$ cat config.mk
export PLATFORM = sky130hd
export DESIGN_NAME = mem_arbiter
export DESIGN_NICKNAME = d
export VERILOG_FILES = /design/src/rtl/mem_arb_pkg.sv /design/src/rtl/mem_arbiter.sv
export SDC_FILE = /design/constraint.sdc
export NUM_CORES = 1
export LEC_CHECK = 0
export ABC_AREA = 1
export ABC_CLOCK_PERIOD_IN_PS = 1500
export CORE_AREA = 2 2 101 103
export CTS_BUF_LIST = sky130_fd_sc_hd__clkbuf_16
export DETAILED_ROUTE_END_ITERATION = 10
export DIE_AREA = 0 0 103 105
export REMOVE_ABC_BUFFERS = 1
export SYNTH_ARGS = -nofsm -noshare
export SYNTH_HDL_FRONTEND = slang
export SYNTH_SLANG_ARGS = --single-unit
$ cat constraint.sdc
create_clock -name clk -period 1.5 [get_ports clk]
set_input_delay 0.3 -clock clk [delete_from_list [all_inputs] [get_ports clk]]
set_output_delay 0.3 -clock clk [all_outputs]
set_load 0.02 [all_outputs]
$ cat src/rtl/mem_arb_pkg.sv
// -----------------------------------------------------------------------------
// mem_arb_pkg
// Shared types for the single-port memory arbiter.
//   mem_arb_state_e : arbiter FSM states (IDLE, RESP_I, RESP_D)
//   mem_arb_port_e  : requester identity (PORT_I = fetch, PORT_D = load/store)
// -----------------------------------------------------------------------------
package mem_arb_pkg;

  typedef enum logic [1:0] {
    IDLE   = 2'd0,
    RESP_I = 2'd1,
    RESP_D = 2'd2
  } mem_arb_state_e;

  typedef enum logic {
    PORT_I = 1'b0,
    PORT_D = 1'b1
  } mem_arb_port_e;

endpackage

$ cat src/rtl/mem_arbiter.sv
// -----------------------------------------------------------------------------
// mem_arbiter
// Shares one synchronous single-port RAM between the CPU fetch port (I) and
// the load/store port (D). Every access is an issue cycle (address/write
// driven to the RAM) followed by a response cycle (one-cycle ready pulse with
// the RAM read data). A port in its response cycle is excluded from issue, so
// the other port can be issued in that same cycle.
//
// Configuration macro: MEM_ARB_RR_EN
//   defined   : round-robin on conflict (port not in last_gnt wins)
//   undefined : fixed priority, D always wins conflicts
//
// Ports
//   clk, rst_n                 clock, synchronous active-low reset
//   i_req, iaddr               fetch request / byte address
//   i_ready, idata             fetch completion pulse / data
//   d_req, addr, wdata, wr     load/store request, address, store data, 1=store
//   d_ready, data              load/store completion pulse / load data
//   ram_addr, ram_wdata,       RAM address (unchanged byte address), write
//   ram_we, ram_rdata          data, write enable, read data (1-cycle latency)
// -----------------------------------------------------------------------------
module mem_arbiter
  import mem_arb_pkg::*;
#(
  parameter int ADDR_W = 32,
  parameter int DATA_W = 32
) (
  input  logic              clk,
  input  logic              rst_n,
  input  logic              i_req,
  input  logic [ADDR_W-1:0] iaddr,
  output logic              i_ready,
  output logic [DATA_W-1:0] idata,
  input  logic              d_req,
  input  logic [ADDR_W-1:0] addr,
  input  logic [DATA_W-1:0] wdata,
  input  logic              wr,
  output logic              d_ready,
  output logic [DATA_W-1:0] data,
  output logic [ADDR_W-1:0] ram_addr,
  output logic [DATA_W-1:0] ram_wdata,
  output logic              ram_we,
  input  logic [DATA_W-1:0] ram_rdata
);

  mem_arb_state_e state, next_state;
  logic           gnt_wr;       // RESP_D access is a store
  logic           i_elig, d_elig;
  logic           issue;
  mem_arb_port_e  issue_port;

`ifdef MEM_ARB_RR_EN
  mem_arb_port_e  last_gnt;
`endif

  // ---------------------------------------------------------------------------
  // Arbitration, RAM drive, next state and responses.
  // ---------------------------------------------------------------------------
  always_comb begin
    // NOTE: every signal assigned here gets a default first; a path that
    // leaves one unassigned would infer a latch.
    i_elig     = 1'b0;
    d_elig     = 1'b0;
    issue      = 1'b0;
    issue_port = PORT_I;
    next_state = IDLE;
    ram_addr   = '0;
    ram_wdata  = '0;
    ram_we     = 1'b0;
    i_ready    = 1'b0;
    idata      = '0;
    d_ready    = 1'b0;
    data       = '0;

    // NOTE: rst_n gates issue and ready combinationally so nothing reaches the
    // RAM (no write on a reset edge) and an abandoned access never pulses
    // ready, even though the state register only clears on the edge.
    if (rst_n) begin
      // The port finishing this cycle still holds req for its old access.
      i_elig = i_req && (state != RESP_I);
      d_elig = d_req && (state != RESP_D);

      if (i_elig && d_elig) begin
        issue = 1'b1;
`ifdef MEM_ARB_RR_EN
        issue_port = (last_gnt == PORT_I) ? PORT_D : PORT_I;
`else
        issue_port = PORT_D;
`endif
      end else if (d_elig) begin
        issue      = 1'b1;
        issue_port = PORT_D;
      end else if (i_elig) begin
        issue      = 1'b1;
        issue_port = PORT_I;
      end

      if (issue) begin
        if (issue_port == PORT_D) begin
          ram_addr   = addr;
          ram_wdata  = wdata;
          ram_we     = wr;
          next_state = RESP_D;
        end else begin
          ram_addr   = iaddr;
          next_state = RESP_I;
        end
      end

      if (state == RESP_I) begin
        i_ready = 1'b1;
        idata   = ram_rdata;
      end
      if (state == RESP_D) begin
        d_ready = 1'b1;
        data    = gnt_wr ? '0 : ram_rdata;
      end
    end
  end

  // ---------------------------------------------------------------------------
  // State register, store flag and round-robin history.
  // ---------------------------------------------------------------------------
  always_ff @(posedge clk) begin
    // NOTE: non-blocking assignments keep every register update on the edge
    // independent of statement order.
    if (!rst_n) begin
      state  <= IDLE;
      gnt_wr <= 1'b0;
`ifdef MEM_ARB_RR_EN
      last_gnt <= PORT_I;
`endif
    end else begin
      state <= next_state;
      if (issue && issue_port == PORT_D) begin
        gnt_wr <= wr;
      end
`ifdef MEM_ARB_RR_EN
      if (issue) begin
        last_gnt <= issue_port;
      end
`endif
    end
  end

endmodule

* After elaboration in Yosys (flattened, before gate mapping) *
Index checks and enable logic that the tools add are counted.

word-level totals
  input port bits = 133
  bits in registers = 3

cells by class
  equality and inequality tests = 4
  reduce and logical (&&, ||, !) cells = 5
  muxes and demuxes = 28

operator list
  operator              count
  $mux W32              11
  $mux W1               16
  $logic_and A1 B1 Y1   4
  $eq A2 B1 Y1 const B  1
  $eq A2 B2 Y1 const B  1
  $mux W2               1
  $ne A2 B1 Y1 const B  1
  $ne A2 B2 Y1 const B  1
  $reduce_and A2 Y1     1

* Depth between registers and ports, before layout *
Gate-level depths: netlist of the first run.

  depth in word-level cells = 8
  depth in mapped cells = 8
  gate-level depth less buffers = 7

* Worst setup path after synthesis of the first run *
No wires, ideal clock.

  path kind = register to output
  start point = register state[1]
  end point = output port data[10]
  path buffers = 1
  required time = 1200 ps
  arrival time = 1179 ps
  stages on the path, launching flop included = 6
  path slack = 21 ps
  cell sequence = dfxtp_1 nand2_4 nor2_4 nand2_2 buf_6 nor2_1

on the way
  word-level cells in the longest chain between the ends = 3

ends and longest elaborated chain
  element                   line                text
  start: declaration        mem_arbiter.sv:46   mem_arb_state_e state, next_state;
  start signal: assignment  mem_arbiter.sv:134  state <= next_state;
  $eq A2 B2 Y1              mem_arbiter.sv:114  if (state == RESP_D) begin
  $mux W32                  mem_arbiter.sv:114
  $mux W32                  mem_arbiter.sv:78   if (rst_n) begin
  end: declaration          mem_arbiter.sv:39   output logic [DATA_W-1:0] data,

Every way passes these cells.

* Worst setup path after layout of the first run *
  start point = register state[0]
  end point = output port data[15]

The elaborated chain is that of the path after synthesis.

==> results of run 1 <==
Yosys cell counts:
master / number
sky130_fd_sc_hd__buf_4: 4
sky130_fd_sc_hd__inv_2: 1
sky130_fd_sc_hd__nor2_4: 1
sky130_fd_sc_hd__dfxtp_1: 3
sky130_fd_sc_hd__nand3_1: 35
sky130_fd_sc_hd__inv_1: 102
sky130_fd_sc_hd__buf_2: 12
sky130_fd_sc_hd__a21oi_1: 1
sky130_fd_sc_hd__buf_6: 3
sky130_fd_sc_hd__nand2_1: 97
sky130_fd_sc_hd__o21ai_0: 1
sky130_fd_sc_hd__nand3_4: 1
sky130_fd_sc_hd__nor2_1: 95
sky130_fd_sc_hd__nand2_4: 1
sky130_fd_sc_hd__clkbuf_1: 3
sky130_fd_sc_hd__nor2_2: 2
sky130_fd_sc_hd__nand2_2: 3
cell type report:
cell class,count,area (um^2),share of cell area [%]
Multi-Input combinational cell,237,1410,26.6
Clock inverter,1,3.75,0.0709
Tap cell,133,166,3.14
Sequential cell,3,62.6,1.18
Inverter,103,387,7.30
Timing Repair Buffer,306,3190,60.3
Clock buffer,3,75.1,1.42
logic make-up (layout without fill, tap and decap cells):
logic type | after synthesis | after routing | synth area share (%)
flops | 3 | 3 | 3.85
simple gates | 235 | 235 | 62.0
compound gates | 2 | 2 | 0.641
buf+inv | 125 | 413 | 33.5
critical path: cells and delay by family, from the launching register on:
family        cells  cell delay [ns]
flops             1             0.31
simple gates      4             0.37
buf+inv           4             0.53
routing by layer:
| layer | wire length [um] | share of wire, % | track usage [%] |
|---|---|---|---|
| met3 | 851 | 8.2 | 4.15 |
| met2 | 5720 | 55 | 33.6 |
| met1 | 3650 | 35 | 17.3 |
| met4 | 158 | 1.5 | 3.76 |
| met5 | 0 | 0 | 0 |
metrics by stage:
| stage | hold WS [ns] | utilization [%] | setup slack (ns) | std cells |
|---|---|---|---|---|
| 2_1_floorplan | 0.392 | - | -0.380 | 343 |
| 3_3_place_gp | 0.489 | 46.0 | -0.866 | 757 |
| 3_5_place_dp | 0.491 | 46.0 | -0.912 | 757 |
| 4_1_cts | 0.498 | 49.3 | -0.244 | 779 |
| 5_1_grt | 0.534 | 55.0 | -0.304 | 786 |
| 6_report | 0.491 | 55.0 | -0.231 | 786 |
flip-flops by register name, indices dropped and copies added (netlist names):
signal,cells
state,2
gnt_wr,1
timing repair:
action | 4_1_cts | 5_1_grt
resized for setup | 762 | 130
hold endpoints to repair | 0 | 0
pin swaps | 5 | 5
buffers inserted | 15 | 7
endpoints found under the setup margin | 131 | 131
cloned | 3 | 5
power groups by stage:
stage | Combinational [W] | Clock (W) | Sequential (W)
after global placement | 0.00122 | 0 | 0.0000896
after CTS | 0.00139 | 0.000422 | 0.0000890
after detailed placement | 0.00122 | 0 | 0.0000898
after global routing | 0.00161 | 0.000439 | 0.0000900
after floorplan | 0.000455 | 0 | 0.0000893
final | 0.00151 | 0.000419 | 0.0000891
how the worst min path moves through the flow:
stage | startpoint | end | slack (ns) | depth (start not counted)
3_3_place_gp | gnt_wr | gnt_wr | 0.49 | 2
4_1_cts | gnt_wr | gnt_wr | 0.50 | 2
2_1_floorplan | d_req | state[0] | 0.39 | 1
6_report | gnt_wr | gnt_wr | 0.49 | 2
3_5_place_dp | gnt_wr | gnt_wr | 0.49 | 2
5_1_grt | gnt_wr | gnt_wr | 0.53 | 2
==> results_dict.tcl, run 1 <==
set metrics [dict create \
    status "finished, violations left" \
    failed_checks "negative setup slack" \
    route.detailed.drc 0 \
    grt_first_pass_wirelength_um 14400 \
    floorplan.core_area_um2 9640 \
    worstSetupStartpoint "state[0]" \
    netlist.top_cell.by_area "sky130_fd_sc_hd__inv_1" \
    synth-seq-area-share_pct 3.85 \
    tritoncts "yes" \
    clock_power_share_pct 20.8 \
    dieHeight_um 105 \
    classification_of_the_worst_slack_hold_path "reg -> reg" \
    startpoint_type "flop" \
    power_report.internal_total_w 0.00124 \
    clock_sinks 3 \
    insertedDiodeCount 0 \
    setup_viol 124 \
    cts_max_level 1 \
    yosys-top-cells-area "sky130_fd_sc_hd__inv_1 (25%), sky130_fd_sc_hd__nand2_1 (23%), sky130_fd_sc_hd__nor2_1 (23%), sky130_fd_sc_hd__nand3_1 (11%), sky130_fd_sc_hd__buf_2 (3.9%)" \
    inserted_clock_buffers 3 \
    grt.total_usage_pct 17.0 \
    hold_violations 0 \
    synth-seq-cells 3 \
    grt_pass1_vias 2957 \
    power.switching_fraction_pct 38.4 \
    post_synth_inst_count 365 \
    seq_power_share_pct 4.4 \
    routedWlPerCell_um 13.2 \
    highest_count_cells_in_the_layout_ignoring_fill_and_taps "sky130_fd_sc_hd__clkdlybuf4s50_1 (129), sky130_fd_sc_hd__inv_1 (93), sky130_fd_sc_hd__buf_6 (91), sky130_fd_sc_hd__nand2_1 (89), sky130_fd_sc_hd__buf_4 (63)" \
    crit_type "reg -> out" \
    worstPathCellList "inv_2 -> nand2_4 -> buf_6 -> nor2_4 -> nand2_4 -> clkbuf_16 -> nor2_1 -> buf_4" \
    p_leak_nw 2.89 \
    syn-cell-area_um2 1560 \
    ant_nets 0 \
    netlist-cell-type-count 17 \
    avgSynthCellArea_um2 4.27 \
    switchingPower_w 0.000774 \
    clk_pin_slew_ns 0.03 \
    rsz_0062_raised_after_global_routing "yes" \
    design.final.nets 787 \
    floorplan.initialDensity_pct 16.2 \
    worst_ep_required_time_ns 1.20 \
    ir_worst_vdd_v 0.000207 \
    place_area_um2 4430 \
    cellPowerDensity_nw_per_um2 381 \
    detail_route.wirelength_um 10400 \
    tns_ns -17.05 \
    cts_hold_buf 0 \
    power.share.combinational_pct 74.8 \
    timing.final.ws_setup_ns -0.231 \
    clock_skew_ns 0.000700 \
    finalWeightedCongestion 0.799 \
    worst_ep_arrival_time_ns 1.43 \
    io_buffers 263 \
    slew_margin_rel_pct 88.7 \
    root_buffer "sky130_fd_sc_hd__clkbuf_16" \
    routed-via-count 3141 \
    layout-drive-gt1-share_pct 41.2 \
    io_pins 264 \
    worst_reg2reg_setup_slack_ns 0.22 \
    drv.max_cap_violation_count 0 \
    vias_per_cell 4.00 \
    crit_path_end_kind "output pin" \
    dpl.hpwl_um 7470 \
    worst_r2r_path_depth 7 \
    synthToLayoutAreaGrowth_pct 240 \
    placementRows 36 \
    grt_max_degree 32 \
    crit-reg2reg-launch "state[0]" \
    fin_crit_ns 1.73 \
    final.fill_count 944 \
    critical_path.reg2reg.endpoint "gnt_wr" \
    crit_end "data[15]" \
    cp_slowest_stage_delay_ns 0.31 \
    report.final.slew_viol_count 0 \
    clock_tree.buffer_depth 2 \
    grt_antenna_before_repair 0 \
    synth_top_area_share_pct 24.6 \
    floorplan.die.width_um 103 \
    total_power_w 0.00202 \
    cp_max_fo 8 \
    max_freq_ghz 0.578 \
    firstDrtPassIters 4 \
    worstMarginPinSlew_ns 0.170 \
    synthesis.yosys.warnings 0 \
    fin_area_um2 5300 \
    drt_iter0_drc 71 \
    critPathSlowestCell "sky130_fd_sc_hd__dfxtp_2" \
    final_common_cell "sky130_fd_sc_hd__clkdlybuf4s50_1" \
    worst_path_most_repeated_cell "sky130_fd_sc_hd__nand2_4" \
    floorplan.die_area_um2 10800 \
    clk_latency_ns 0.22 \
    timing.final.crit_share_pct 115 \
    gr-total-overflow 0 \
]
No activity file was read; power rests on OpenSTA's default activity.
==> inputs of run 2 (changes only) <==
CTS_BUF_LIST = not set   (was sky130_fd_sc_hd__clkbuf_16)
==> run 2 against run 1 <==
  * The flow still finishes with violations (negative setup slack)
  * Critical path type unchanged
  * Global-route usage fell by 0.14 points
  * Register-to-register slack got worse by 0.05 ns
  * Worst setup slack got worse by 0.033 ns
  * First-iteration DRC count fell by 7.0%
  * Critical endpoint is now ram_addr[26]
  * Via count rose by 2.2%
==> results_dict.tcl, run 2 (synthesis results as in run 1) <==
set metrics [dict create \
    layout-drive-gt1-share_pct 47.0 \
    timing.final.crit_share_pct 118 \
    power_report.internal_total_w 0.00114 \
    insertedDiodeCount 0 \
    fin_worst_hold_slack_ns 0.493 \
    place_area_um2 4430 \
    floorplan.initialDensity_pct 16.2 \
    tritoncts "yes" \
    placementRows 36 \
    tns_ns -19.62 \
    detail_route.wirelength_um 11000 \
    grt_max_degree 36 \
    reg.largest.list "state: 2 flops, gnt_wr: 1 flops" \
    largest_register "state" \
    final_util_pct 57.5 \
    critical_path.reg2reg.endpoint "gnt_wr" \
    gr-total-overflow 0 \
    highest_count_cells_in_the_layout_ignoring_fill_and_taps "sky130_fd_sc_hd__clkdlybuf4s50_1 (129), sky130_fd_sc_hd__buf_6 (93), sky130_fd_sc_hd__inv_1 (84), sky130_fd_sc_hd__nand2_1 (54), sky130_fd_sc_hd__nor2_4 (50)" \
    cellPowerDensity_nw_per_um2 352 \
    cp_max_fo 8 \
    finalWeightedCongestion 0.799 \
    fin_crit_ns 1.76 \
    ant_nets 0 \
    design.final.nets 792 \
    setup_viol 129 \
    synthToLayoutAreaGrowth_pct 255 \
    drv.max_cap_violation_count 0 \
    worst_ep_arrival_time_ns 1.46 \
    dpl.cell_count 757 \
    routedWlPerCell_um 13.8 \
    cts_max_level 1 \
    drt_iter0_drc 66 \
    ir_worst_vdd_v 0.000171 \
    clk_pin_slew_ns 0.03 \
    vias_per_cell 4.06 \
    crit_path_end_kind "output pin" \
    clock_sinks 3 \
    grt_pass1_vias 2973 \
    floorplan.core_area_um2 9640 \
    status "finished, violations left" \
    power.share.combinational_pct 83.5 \
    max_freq_ghz 0.567 \
    startpoint_type "flop" \
    crit_type "reg -> out" \
    p_leak_nw 2.97 \
    failed_checks "negative setup slack" \
    routed-via-count 3211 \
    final_cell_count_no_fill 791 \
    rsz_0062_raised_after_global_routing "yes" \
    inserted_clock_buffers 3 \
    root_buffer "sky130_fd_sc_hd__clkbuf_8" \
    switchingPower_w 0.000808 \
    min_to "gnt_wr" \
    grt_antenna_before_repair 0 \
    grt_first_pass_wirelength_um 14400 \
    route.detailed.drc 0 \
    io_buffers 263 \
    power.switching_fraction_pct 41.5 \
    largest_register_ffs 2 \
    worst_r2r_path_depth 9 \
    hold_violations 0 \
    classification_of_the_worst_slack_hold_path "reg -> reg" \
    clock_power_share_pct 11.9 \
    worst_hold_startpoint "gnt_wr" \
    clock_tree.buffer_depth 2 \
    clock_skew_ns 0.00264 \
    io_pins 264 \
    floorplan.die_area_um2 10800 \
    grt.total_usage_pct 16.8 \
    firstDrtPassIters 4 \
    fin_area_um2 5540 \
    seq_power_share_pct 4.6 \
    timing.final.ws_setup_ns -0.264 \
    crit-reg2reg-launch "state[0]" \
    holdPathStages 2 \
    floorplan.die.width_um 103 \
    final_common_cell "sky130_fd_sc_hd__clkdlybuf4s50_1" \
    clk_latency_ns 0.21 \
    dieHeight_um 105 \
    worstMarginPinSlew_ns 0.195 \
    slew_margin_rel_pct 86.9 \
    worst_reg2reg_setup_slack_ns 0.17 \
    dpl.hpwl_um 7470 \
    report.final.slew_viol_count 0 \
    worst_ep_required_time_ns 1.20 \
]
run 2: final cells by class:
cell class                      instances  area (um^2)
Multi-Input combinational cell        237         1570
Timing Repair Buffer                  311         3300
Inverter                              103          389
Clock buffer                            4         45.0
Fill cell                             924         4100
Tap cell                              133          166
Sequential cell                         3         67.6
run 2: routing by layer:
metal | up-vias | track usage, % | share of wire [%]
met3 | 10 | 3.88 | 8.3
met4 | 0 | 4.04 | 1.1
met2 | 155 | 34.0 | 56
met5 | - | 0 | 0
met1 | 1440 | 16.5 | 34
li1 | 1606 | - | -
run 2: power by group through the flow:
stage	Combinational [W]	Clock [W]	Sequential, W
5_1_grt	0.00174	0.000254	0.0000901
3_5_place_dp	0.00122	0	0.0000898
2_1_floorplan	0.000455	0	0.0000893
3_3_place_gp	0.00122	0	0.0000896
4_1_cts	0.00136	0.000240	0.0000890
6_report	0.00163	0.000232	0.0000892
run 2: what timing repair did:
item	4_1_cts	5_1_grt
hold buffers	0	0
setup endpoints to repair	131	130
gates resized for setup	729	204
pin swaps	4	5
buffers inserted	12	7
gates cloned	4	10
run 2: metrics by stage:
| step | worst slack (ns) | power [W] |
|---|---|---|
| after floorplan | -0.380 | 0.000544 |
| after global placement | -0.866 | 0.00131 |
| after detailed placement | -0.912 | 0.00131 |
| after CTS | -0.232 | 0.00169 |
| after global routing | -0.321 | 0.00208 |
| final | -0.264 | 0.00195 |
run 2: worst max-delay path by stage:
stage	startpoint	to	slack, ns
after detailed placement	rst_n	ram_addr[27]	-0.91
final	state[0]	ram_addr[26]	-0.26
after global placement	rst_n	data[28]	-0.87
after global routing	state[0]	ram_addr[26]	-0.32
after CTS	state[0]	ram_addr[10]	-0.23
after floorplan	state[0]	ram_addr[0]	-0.38
run 2: critical path: stages (launching register included):
cell and delay (ns):
sky130_fd_sc_hd__dfxtp_4 0.34, sky130_fd_sc_hd__buf_6 0.12, sky130_fd_sc_hd__nand2_4 0.07, sky130_fd_sc_hd__nand3_4 0.10, sky130_fd_sc_hd__nand2_8 0.12, sky130_fd_sc_hd__buf_12 0.11, sky130_fd_sc_hd__clkbuf_16 0.15, sky130_fd_sc_hd__nand2_1 0.07
sky130_fd_sc_hd__inv_1 0.06, sky130_fd_sc_hd__buf_6 0.11
